File: src/rtl/pad_debounce_pkg.sv
// Shared types and helpers for the pad input debouncer.
package pad_debounce_pkg;

  typedef enum logic [1:0] {
    LO     = 2'b00,
    CHK_HI = 2'b01,
    HI     = 2'b11,
    CHK_LO = 2'b10
  } state_t;

  localparam int SYNC_STAGES_DEF = 2;

  // A threshold of zero behaves exactly like a threshold of one.
  function automatic int unsigned eff_thresh(input int unsigned t);
    if (t == 32'd0) return 32'd1;
    else return t;
  endfunction

endpackage

File: src/rtl/debounce_channel.sv
// One pad channel: synchroniser, glitch-filter FSM with stability counter,
// edge pulses and sticky event flags.
module debounce_channel
  import pad_debounce_pkg::*;
#(
  parameter int CNT_W       = 8,
  parameter int SYNC_STAGES = SYNC_STAGES_DEF
) (
  input  logic             Clock,
  input  logic             nReset,
  input  logic             PadIn,
  input  logic [CNT_W-1:0] Threshold,
  input  logic             EvtAck,
  output logic             Level,
  output logic             Rise,
  output logic             Fall,
  output logic             EvtPending,
  output logic             EvtOverrun
);

  logic [SYNC_STAGES-1:0] r_sync;
  state_t                 r_state;
  logic [CNT_W-1:0]       r_cnt;
  logic                   r_level;
  logic                   r_rise;
  logic                   r_fall;
  logic                   r_pend;
  logic                   r_ovr;

  logic                   w_s;
  int unsigned            w_n;
  logic                   w_n_one;
  logic                   w_reach;
  logic                   w_rise_go;
  logic                   w_fall_go;
  logic                   w_edge;
  logic [CNT_W-1:0]       w_cnt_sat;

  assign w_s       = r_sync[SYNC_STAGES-1];
  assign w_n       = eff_thresh(32'(Threshold));
  assign w_n_one   = (w_n == 32'd1);
  // Compared with >= so a threshold lowered mid-check completes on the next agreeing sample.
  assign w_reach   = ((32'(r_cnt) + 32'd1) >= w_n);
  assign w_cnt_sat = (&r_cnt) ? r_cnt : (r_cnt + CNT_W'(1));

  assign w_rise_go = w_s & (((r_state == LO) & w_n_one) | ((r_state == CHK_HI) & w_reach));
  assign w_fall_go = ~w_s & (((r_state == HI) & w_n_one) | ((r_state == CHK_LO) & w_reach));
  assign w_edge    = w_rise_go | w_fall_go;

  // Synchroniser, filter FSM, pulses and sticky flags share one registered block.
  always_ff @(posedge Clock) begin
    if (!nReset) begin
      r_sync  <= '0;
      r_state <= LO;
      r_cnt   <= '0;
      r_level <= 1'b0;
      r_rise  <= 1'b0;
      r_fall  <= 1'b0;
      r_pend  <= 1'b0;
      r_ovr   <= 1'b0;
    end else begin
      r_sync <= {r_sync[SYNC_STAGES-2:0], PadIn};
      r_rise <= w_rise_go;
      r_fall <= w_fall_go;
      r_pend <= w_edge | (r_pend & ~EvtAck);
      r_ovr  <= (w_edge & r_pend & ~EvtAck) | (r_ovr & ~EvtAck);
      case (r_state)
        LO: begin
          if (w_rise_go) begin
            r_state <= HI;
            r_level <= 1'b1;
            r_cnt   <= '0;
          end else if (w_s) begin
            r_state <= CHK_HI;
            r_cnt   <= CNT_W'(1);
          end else begin
            r_cnt   <= '0;
          end
        end
        CHK_HI: begin
          if (w_rise_go) begin
            r_state <= HI;
            r_level <= 1'b1;
            r_cnt   <= '0;
          end else if (w_s) begin
            r_cnt   <= w_cnt_sat;
          end else begin
            r_state <= LO;
            r_cnt   <= '0;
          end
        end
        HI: begin
          if (w_fall_go) begin
            r_state <= LO;
            r_level <= 1'b0;
            r_cnt   <= '0;
          end else if (!w_s) begin
            r_state <= CHK_LO;
            r_cnt   <= CNT_W'(1);
          end else begin
            r_cnt   <= '0;
          end
        end
        CHK_LO: begin
          if (w_fall_go) begin
            r_state <= LO;
            r_level <= 1'b0;
            r_cnt   <= '0;
          end else if (!w_s) begin
            r_cnt   <= w_cnt_sat;
          end else begin
            r_state <= HI;
            r_cnt   <= '0;
          end
        end
        default: begin
          r_state <= LO;
          r_level <= 1'b0;
          r_cnt   <= '0;
        end
      endcase
    end
  end

  assign Level      = r_level;
  assign Rise       = r_rise;
  assign Fall       = r_fall;
  assign EvtPending = r_pend;
  assign EvtOverrun = r_ovr;

endmodule

File: src/rtl/pad_input_debounce.sv
// Pad input conditioner: replicates one debounce channel per pad and shares
// the threshold across all of them.
module pad_input_debounce
  import pad_debounce_pkg::*;
#(
  parameter int NCH         = 4,
  parameter int SYNC_STAGES = SYNC_STAGES_DEF,
  parameter int CNT_W       = 8
) (
  input  logic             Clock,
  input  logic             nReset,
  input  logic [NCH-1:0]   PadIn,
  input  logic [CNT_W-1:0] Threshold,
  output logic [NCH-1:0]   Level,
  output logic [NCH-1:0]   Rise,
  output logic [NCH-1:0]   Fall,
  output logic [NCH-1:0]   EvtPending,
  output logic [NCH-1:0]   EvtOverrun,
  input  logic [NCH-1:0]   EvtAck
);

  for (genvar g = 0; g < NCH; g++) begin : g_ch
    debounce_channel #(
      .CNT_W       (CNT_W),
      .SYNC_STAGES (SYNC_STAGES)
    ) u_ch (
      .Clock      (Clock),
      .nReset     (nReset),
      .PadIn      (PadIn[g]),
      .Threshold  (Threshold),
      .EvtAck     (EvtAck[g]),
      .Level      (Level[g]),
      .Rise       (Rise[g]),
      .Fall       (Fall[g]),
      .EvtPending (EvtPending[g]),
      .EvtOverrun (EvtOverrun[g])
    );
  end

endmodule
File: config.mk
export PLATFORM = sky130hd
export DESIGN_NAME = pad_input_debounce
export DESIGN_NICKNAME = d
export VERILOG_FILES = /design/src/rtl/pad_debounce_pkg.sv /design/src/rtl/debounce_channel.sv /design/src/rtl/pad_input_debounce.sv
export SDC_FILE = /design/constraint.sdc
export NUM_CORES = 1
export LEC_CHECK = 0
export BUFFER_PORTS_ARGS = -buffer_cell sky130_fd_sc_hd__buf_2
export CORE_MARGIN = 4
export CORE_UTILIZATION = 45
export CTS_BUF_LIST = sky130_fd_sc_hd__clkbuf_16
export DETAILED_ROUTE_END_ITERATION = 7
export GPL_TIMING_DRIVEN = 0
export PLACE_DENSITY = 0.65
export SLEW_MARGIN = 20
export SYNTH_ARGS = -nofsm -noshare
export SYNTH_HDL_FRONTEND = slang
export SYNTH_SLANG_ARGS = --single-unit
export TNS_END_PERCENT = 10
File: constraint.sdc
create_clock -name Clock -period 3.2 [get_ports Clock]
set_input_delay 0.64 -clock Clock [delete_from_list [all_inputs] [get_ports Clock]]
set_output_delay 0.64 -clock Clock [all_outputs]
set_load 0.01 [all_outputs]
; After elaboration in Yosys (flattened, before gate mapping)
; Cells that the tools add are included.
[totals]
output_inout_bits = 20
reg_bits = 68
[classes]
n_bitwise = 68
order_cmp = 4
add_sub_neg = 8
eq_ne = 37
mux = 89
reduce_logical = 25
[op_table]
columns = operator, n
row1 = two-way mux 8 bit, 29
row2 = one-hot mux 8 bit (4 select lines), 4
row3 = greater-or-equal comparator 32 x 8 -> 1 bit, 3
row4 = two-way mux 2 bit, 32
row5 = bitwise AND 1 bit, 40
row6 = adder 8 x 1 -> 9 bit (second input constant), 4
row7 = adder 8 x 1 -> 8 bit (second input constant), 4
row8 = == test 32 x 1 -> 1 bit (second input constant), 1
row9 = greater-or-equal comparator 32 bit, 1
row10 = one-hot mux 2 bit (4 select lines), 4
row11 = AND reduction 8 bit, 4
row12 = inequality test 3 x 1 -> 1 bit (second input constant), 8
row13 = inequality test 3 bit (second input constant), 8
row14 = bitwise OR 1 bit, 20
row15 = == test 2 bit (second input constant), 8
row16 = two-way mux 1 bit, 16
row17 = inequality test 2 x 1 -> 1 bit (second input constant), 8
row18 = AND reduction 4 bit, 4
row19 = OR reduction 2 bit, 8
row20 = == test 2 x 1 -> 1 bit (second input constant), 4
row21 = logical NOT 2 bit, 4
row22 = logical NOT 8 bit, 1
row23 = inverter 1 bit, 8
row24 = one-hot mux 1 bit (2 select lines), 4
row25 = AND reduction 2 bit, 4

; Logic depth before layout (Yosys ltp)
[logic_depth]
ltp_word = 10
depth_mapped = 13

; Hierarchy
; Synthesis repeated with hierarchy kept, for this count alone.
[unflattened]
hier_cells = 446
area_unflattened_um2 = 3951.3
[by_module_without_submodules]
columns = module, seq_area_each_um2, cells_per_inst, area_each_um2, instances
row1 = debounce_channel (g_ch[0].u_ch ...), 340.3, 111, 994.7, 3
row2 = debounce_channel (g_ch[3].u_ch), 340.3, 113, 967.2, 1

; Least setup slack after synthesis
; No wires, ideal clock.
[synth_timing]
path_type = input to register
startpoint = in Threshold[5]
endpoint = reg g_ch[3].u_ch.r_state[1]
stages = 12
t_arrival_ns = 2.812
required_time_ns = 3.114
setup_slack_ns = 0.302
path_cell_list = nor4_1 -> nand2_1 -> clkbuf_1 -> nand2b_1 -> ha_1 -> nand2b_1 -> a21oi_1 -> maj3_2 -> o21a_1 -> buf_6 -> a221o_1 -> a221oi_2
[synth_via]
elab_chain_cells = 8
elab_cells_between_ends = 22
[synth_lines]
columns = item, line
row1 = from (decl), pad_input_debounce.sv:13  ; input logic [CNT_W-1:0] Threshold,
row2 = logical NOT 8 bit, pad_debounce_pkg.sv:15  ; if (t == 32'd0) return 32'd1;
row3 = two-way mux 8 bit *, pad_debounce_pkg.sv:15
row4 = greater-or-equal comparator 32 x 8 -> 1 bit or == test 32 x 1 -> 1 bit (tied branches), "debounce_channel.sv:43, debounce_channel.sv:41"
row5 = "bitwise AND 1 bit, on equally long branches", "debounce_channel.sv:46, debounce_channel.sv:47"
row6 = "bitwise OR 1 bit, on equally long branches", "debounce_channel.sv:46, debounce_channel.sv:47"
row7 = "bitwise AND 1 bit, on equally long branches", "debounce_channel.sv:46, debounce_channel.sv:47"
row8 = "inequality test 3 x 1 -> 1 bit (no line), or another cell as far along", -
row9 = AND reduction 4 bit (no line) or one-hot mux 2 bit (4 select lines) (tied branches), -
row10 = to (signal assigned), debounce_channel.sv:54  ; r_state <= LO;
row11 = to (signal assigned), debounce_channel.sv:70  ; r_state <= HI;
row12 = to (signal assigned), debounce_channel.sv:74  ; r_state <= CHK_HI;
row13 = to (decl), debounce_channel.sv:22  ; state_t r_state;
; Mark *: on every way between the ends. The rest lies on a longest branch, timed or not.
; A chain may end at the register's enable or synchronous reset.

; Final worst setup path
[layout_timing]
startpoint = in Threshold[5]
endpoint = reg g_ch[3].u_ch.r_cnt[7]
[layout_via]
elab_chain_cells = 8
elab_cells_between_ends = 15
[layout_lines]
columns = item, line
row1 = logical NOT 8 bit, pad_debounce_pkg.sv:15
row2 = two-way mux 8 bit *, pad_debounce_pkg.sv:15
row3 = greater-or-equal comparator 32 x 8 -> 1 bit or == test 32 x 1 -> 1 bit (tied branches), "debounce_channel.sv:43, debounce_channel.sv:41"
row4 = "bitwise AND 1 bit, on equally long branches", "debounce_channel.sv:47, debounce_channel.sv:46"
row5 = "bitwise OR 1 bit, on equally long branches", "debounce_channel.sv:47, debounce_channel.sv:46"
row6 = "bitwise AND 1 bit, on equally long branches", "debounce_channel.sv:47, debounce_channel.sv:46"
row7 = "two-way mux 8 bit, on equally long branches", "debounce_channel.sv:105, debounce_channel.sv:81"
row8 = one-hot mux 8 bit (4 select lines) *, debounce_channel.sv:67  ; case (r_state)
row9 = to (signal assigned), debounce_channel.sv:86  ; r_cnt <= w_cnt_sat;
row10 = to (signal assigned), debounce_channel.sv:110  ; r_cnt <= w_cnt_sat;
row11 = to (decl), debounce_channel.sv:23  ; logic [CNT_W-1:0] r_cnt;
; Marks and branches as above.

==> flow_metrics.tcl <==
set metrics [dict create \
    nets 529 \
    rows 33 \
    pwr-share-comb_pct 5.1 \
    cts-root-buf "clkbuf_16" \
    yosysTopAreaCellShare_pct 35.9 \
    drt_iter0_markers 109 \
    clk_latency_ns 0.33 \
    hpwl_um 6030 \
    wl_per_cell_um 13.7 \
    synth-async-reset-ratio_pct 0 \
    min-delay-start "g_ch[3].u_ch.r_sync[0]" \
    die_height_um 99.7 \
    fillCellCount 786 \
    grt_pass1_vias 2926 \
    final_util_pct 54.3 \
    drc 0 \
    io_buffers 37 \
    criticalPathCategory "primary input to register" \
    grt_usage_pct 17.0 \
    hold_buffers 0 \
    p_leak_nw 2.06 \
    instances_no_fill 589 \
    syn_to_final_growth_pct 17.7 \
    routed_wl_um 8100 \
    finalSetupTns_ns 0 \
    multi_input_area_um2 2160 \
    vias 3088 \
    cap_violations 0 \
    htreeDepth 3 \
    synth_most_common_cell "dfxtp_1" \
    fin_crit_sh_pct 89.6 \
    place.gp.congestion 0.874 \
    switching_share_pct 23.0 \
    synthTopCellsByArea "dfxtp_1 (36%), ha_1 (11%), a21oi_1 (5.8%)" \
    critPathCaptureType "register" \
    seqPwrFrac_pct 44.3 \
    min_to "g_ch[3].u_ch.r_sync[1]" \
    reg2regPathDepth 11 \
    maxSlewViolCount 0 \
    dieArea_um2 9950 \
    drive_gt1_share_pct 18.8 \
    place_inst 573 \
    cp_max_fo 10 \
    synth_edf_count 0 \
    syn_area_per_cell_um2 8.79 \
    rsz0062_at_grt "no" \
    crit_path_start_kind "primary input" \
    fin_skew_ns 0.00431 \
    fmax_mhz 349 \
    ir_worst_vdd_v 0.000301 \
    path_clk_slew_ns 0.06 \
    clkPwrFrac_pct 50.6 \
    regArea_um2 1360 \
    r2r_slack_ns 0.39 \
    rr_startpoint "g_ch[2].u_ch.r_cnt[0]" \
    ios 38 \
    arrival_ns 3.12 \
    start_util_pct 46.1 \
    seq_area_frac_synth_pct 35.9 \
    status "complete, no violations" \
    required_ns 3.45 \
    via_per_inst 5.24 \
    ys_seq_elements 68 \
    syn_nets 481 \
    dpl_worst_slack_ns -0.556 \
    max_slew_margin_pct 58.9 \
    p_sw_mw 0.450 \
    setup_violations 0 \
    finalPower_mw 1.95 \
    ys_types 53 \
    power_density_nw_per_um2 439 \
    synth_commonest_cells "dfxtp_1 (68), a21oi_1 (44), inv_1 (33)" \
    core-area_um2 8220 \
    synthCells 431 \
    antenna_left 0 \
    antenna_found_initial 0 \
    worst_slew_pin_slew_ns 0.610 \
    yosys.area.top_type "dfxtp_1" \
    worstHoldPathType "register to register" \
    synth_warnings 0 \
    cts_buffers 9 \
    synth_area_um2 3790 \
    grt_pass1_wl_um 13600 \
    grt_max_degree 14 \
    period_needed_ns 2.87 \
    hold_viol 0 \
    timing.rr.end "g_ch[2].u_ch.r_cnt[2]" \
    die-width_um 99.7 \
    cts_tree "built" \
    antenna_cells 0 \
    cts_sinks 68 \
    overflow 0 \
    hold_depth 1 \
    firstDrtPassIters 6 \
    ys.flop_type "dfxtp_1" \
    setup_ws_ns 0.331 \
    power.internal_mw 1.51 \
    clock_path_buffers 2 \
]
==> layout make-up <==
type / count / share of cell area, %
flip-flops and latches: 68 / 30.5
inverters: 33 / 2.78
well taps: 105 / 2.95
multi-input cells: 301 / 48.5
clock inverters: 7 / 1.71
clock buffers: 9 / 5.05
plain buffers: 29 / 4.32
repair buffers: 37 / 4.15
==> through the flow <==
stage / hold slack (ns) / cell area, µm²
floorplan: 0.412 / 3790
global placement: 0.414 / 4100
detailed placement: 0.422 / 4100
CTS: 0.435 / 4410
global route: 0.447 / 4460
finish: 0.430 / 4460
==> worst max-delay path by stage <==
stage / start / to / slack, ns / cells after the start
3_5_place_dp: Threshold[5] / g_ch[0].u_ch.r_cnt[6] / -0.56 / 12
5_1_grt: Threshold[5] / g_ch[1].u_ch.EvtOverrun / 0.04 / 12
4_1_cts: Threshold[5] / g_ch[0].u_ch.r_cnt[6] / 0.03 / 12
2_1_floorplan: Threshold[5] / g_ch[3].u_ch.r_state[1] / 0.30 / 12
3_3_place_gp: Threshold[5] / g_ch[0].u_ch.EvtOverrun / -0.51 / 12
6_report: Threshold[5] / g_ch[3].u_ch.r_cnt[7] / 0.33 / 13
==> layer usage <==
| metal | vias up | global-route usage, % | share of wire [%] |
|---|---|---|---|
| met2 | 60 | 26.6 | 45 |
| li1 | 1611 | - | - |
| met5 | - | 0 | 0 |
| met1 | 1408 | 22.9 | 50 |
| met3 | 9 | 3.09 | 3.6 |
| met4 | 0 | 7.46 | 1.6 |
==> layout by cell type (no fill, tap or decap), types with 2 or more instances in the layout <==
cell	count
o221ai_1	7
and3_1	19
dfxtp_1	68
o21ai_0	13
mux2i_1	3
o21a_1	4
buf_2	37
o211ai_1	4
xnor2_1	15
o31ai_1	2
clkbuf_1	7
xor2_1	12
ha_1	32
a221oi_1	2
a21boi_0	2
clkinvlp_4	2
a211oi_1	2
nand2_1	21
nor2_1	21
nand4_1	2
maj3_1	2
a32oi_1	3
nand2b_1	9
buf_4	20
a21oi_1	44
inv_1	33
and2_1	17
a21o_1	7
nor2b_1	11
nand3_2	2
clkinv_4	2
clkbuf_16	9
nand3_1	14
==> worst max-delay path: stages <==
cell and delay (ns):
buf_2 0.12, nor4_4 0.34, nand2_2 0.16, clkbuf_2 0.26
nand2b_4 0.15, ha_1 0.23, nand2b_1 0.14, a21oi_1 0.15
maj3_2 0.19, o21a_1 0.14, buf_6 0.13, nand3_1 0.24
a21oi_1 0.22
==> sequential cells by signal (all words and copies together), names as in the netlist <==
signal	flops
g_ch.u_ch.EvtOverrun	4
g_ch.u_ch.Level	4
g_ch.u_ch.r_cnt	32
g_ch.u_ch.Fall	4
g_ch.u_ch.Rise	4
g_ch.u_ch.EvtPending	4
g_ch.u_ch.r_sync	8
g_ch.u_ch.r_state	8
==> power by group through the flow <==
stage / logic [mW] / clock network [mW] / registers (mW)
after detailed placement: 0.0956 / 0 / 0.884
final: 0.0996 / 0.990 / 0.866
after floorplan: 0.0621 / 0 / 0.882
after CTS: 0.0968 / 1.00 / 0.865
after global placement: 0.0931 / 0 / 0.884
after global routing: 0.114 / 1.05 / 0.867
==> repair_timing <==
item,CTS,global route
setup endpoints to repair,41,41
gates resized for setup,2,10
setup buffers,0,0
pin swaps,0,0
==> cells by family (layout without fill, tap and decap cells) <==
family                     count (synthesis)  after routing  synth area share, %
buffers and inverters                     62            115                 8.33
xor gates and xnor gates                  27             27                 6.24
and+or+nand+nor                          127            127                 18.3
AOI/OAI and AO/OA                        108            108                 18.7
DFF                                       68             68                 35.9
muxes                                      4              4                 1.09
adders and majority gates                 35             35                 11.4
Power figures use the tool's default switching activity.
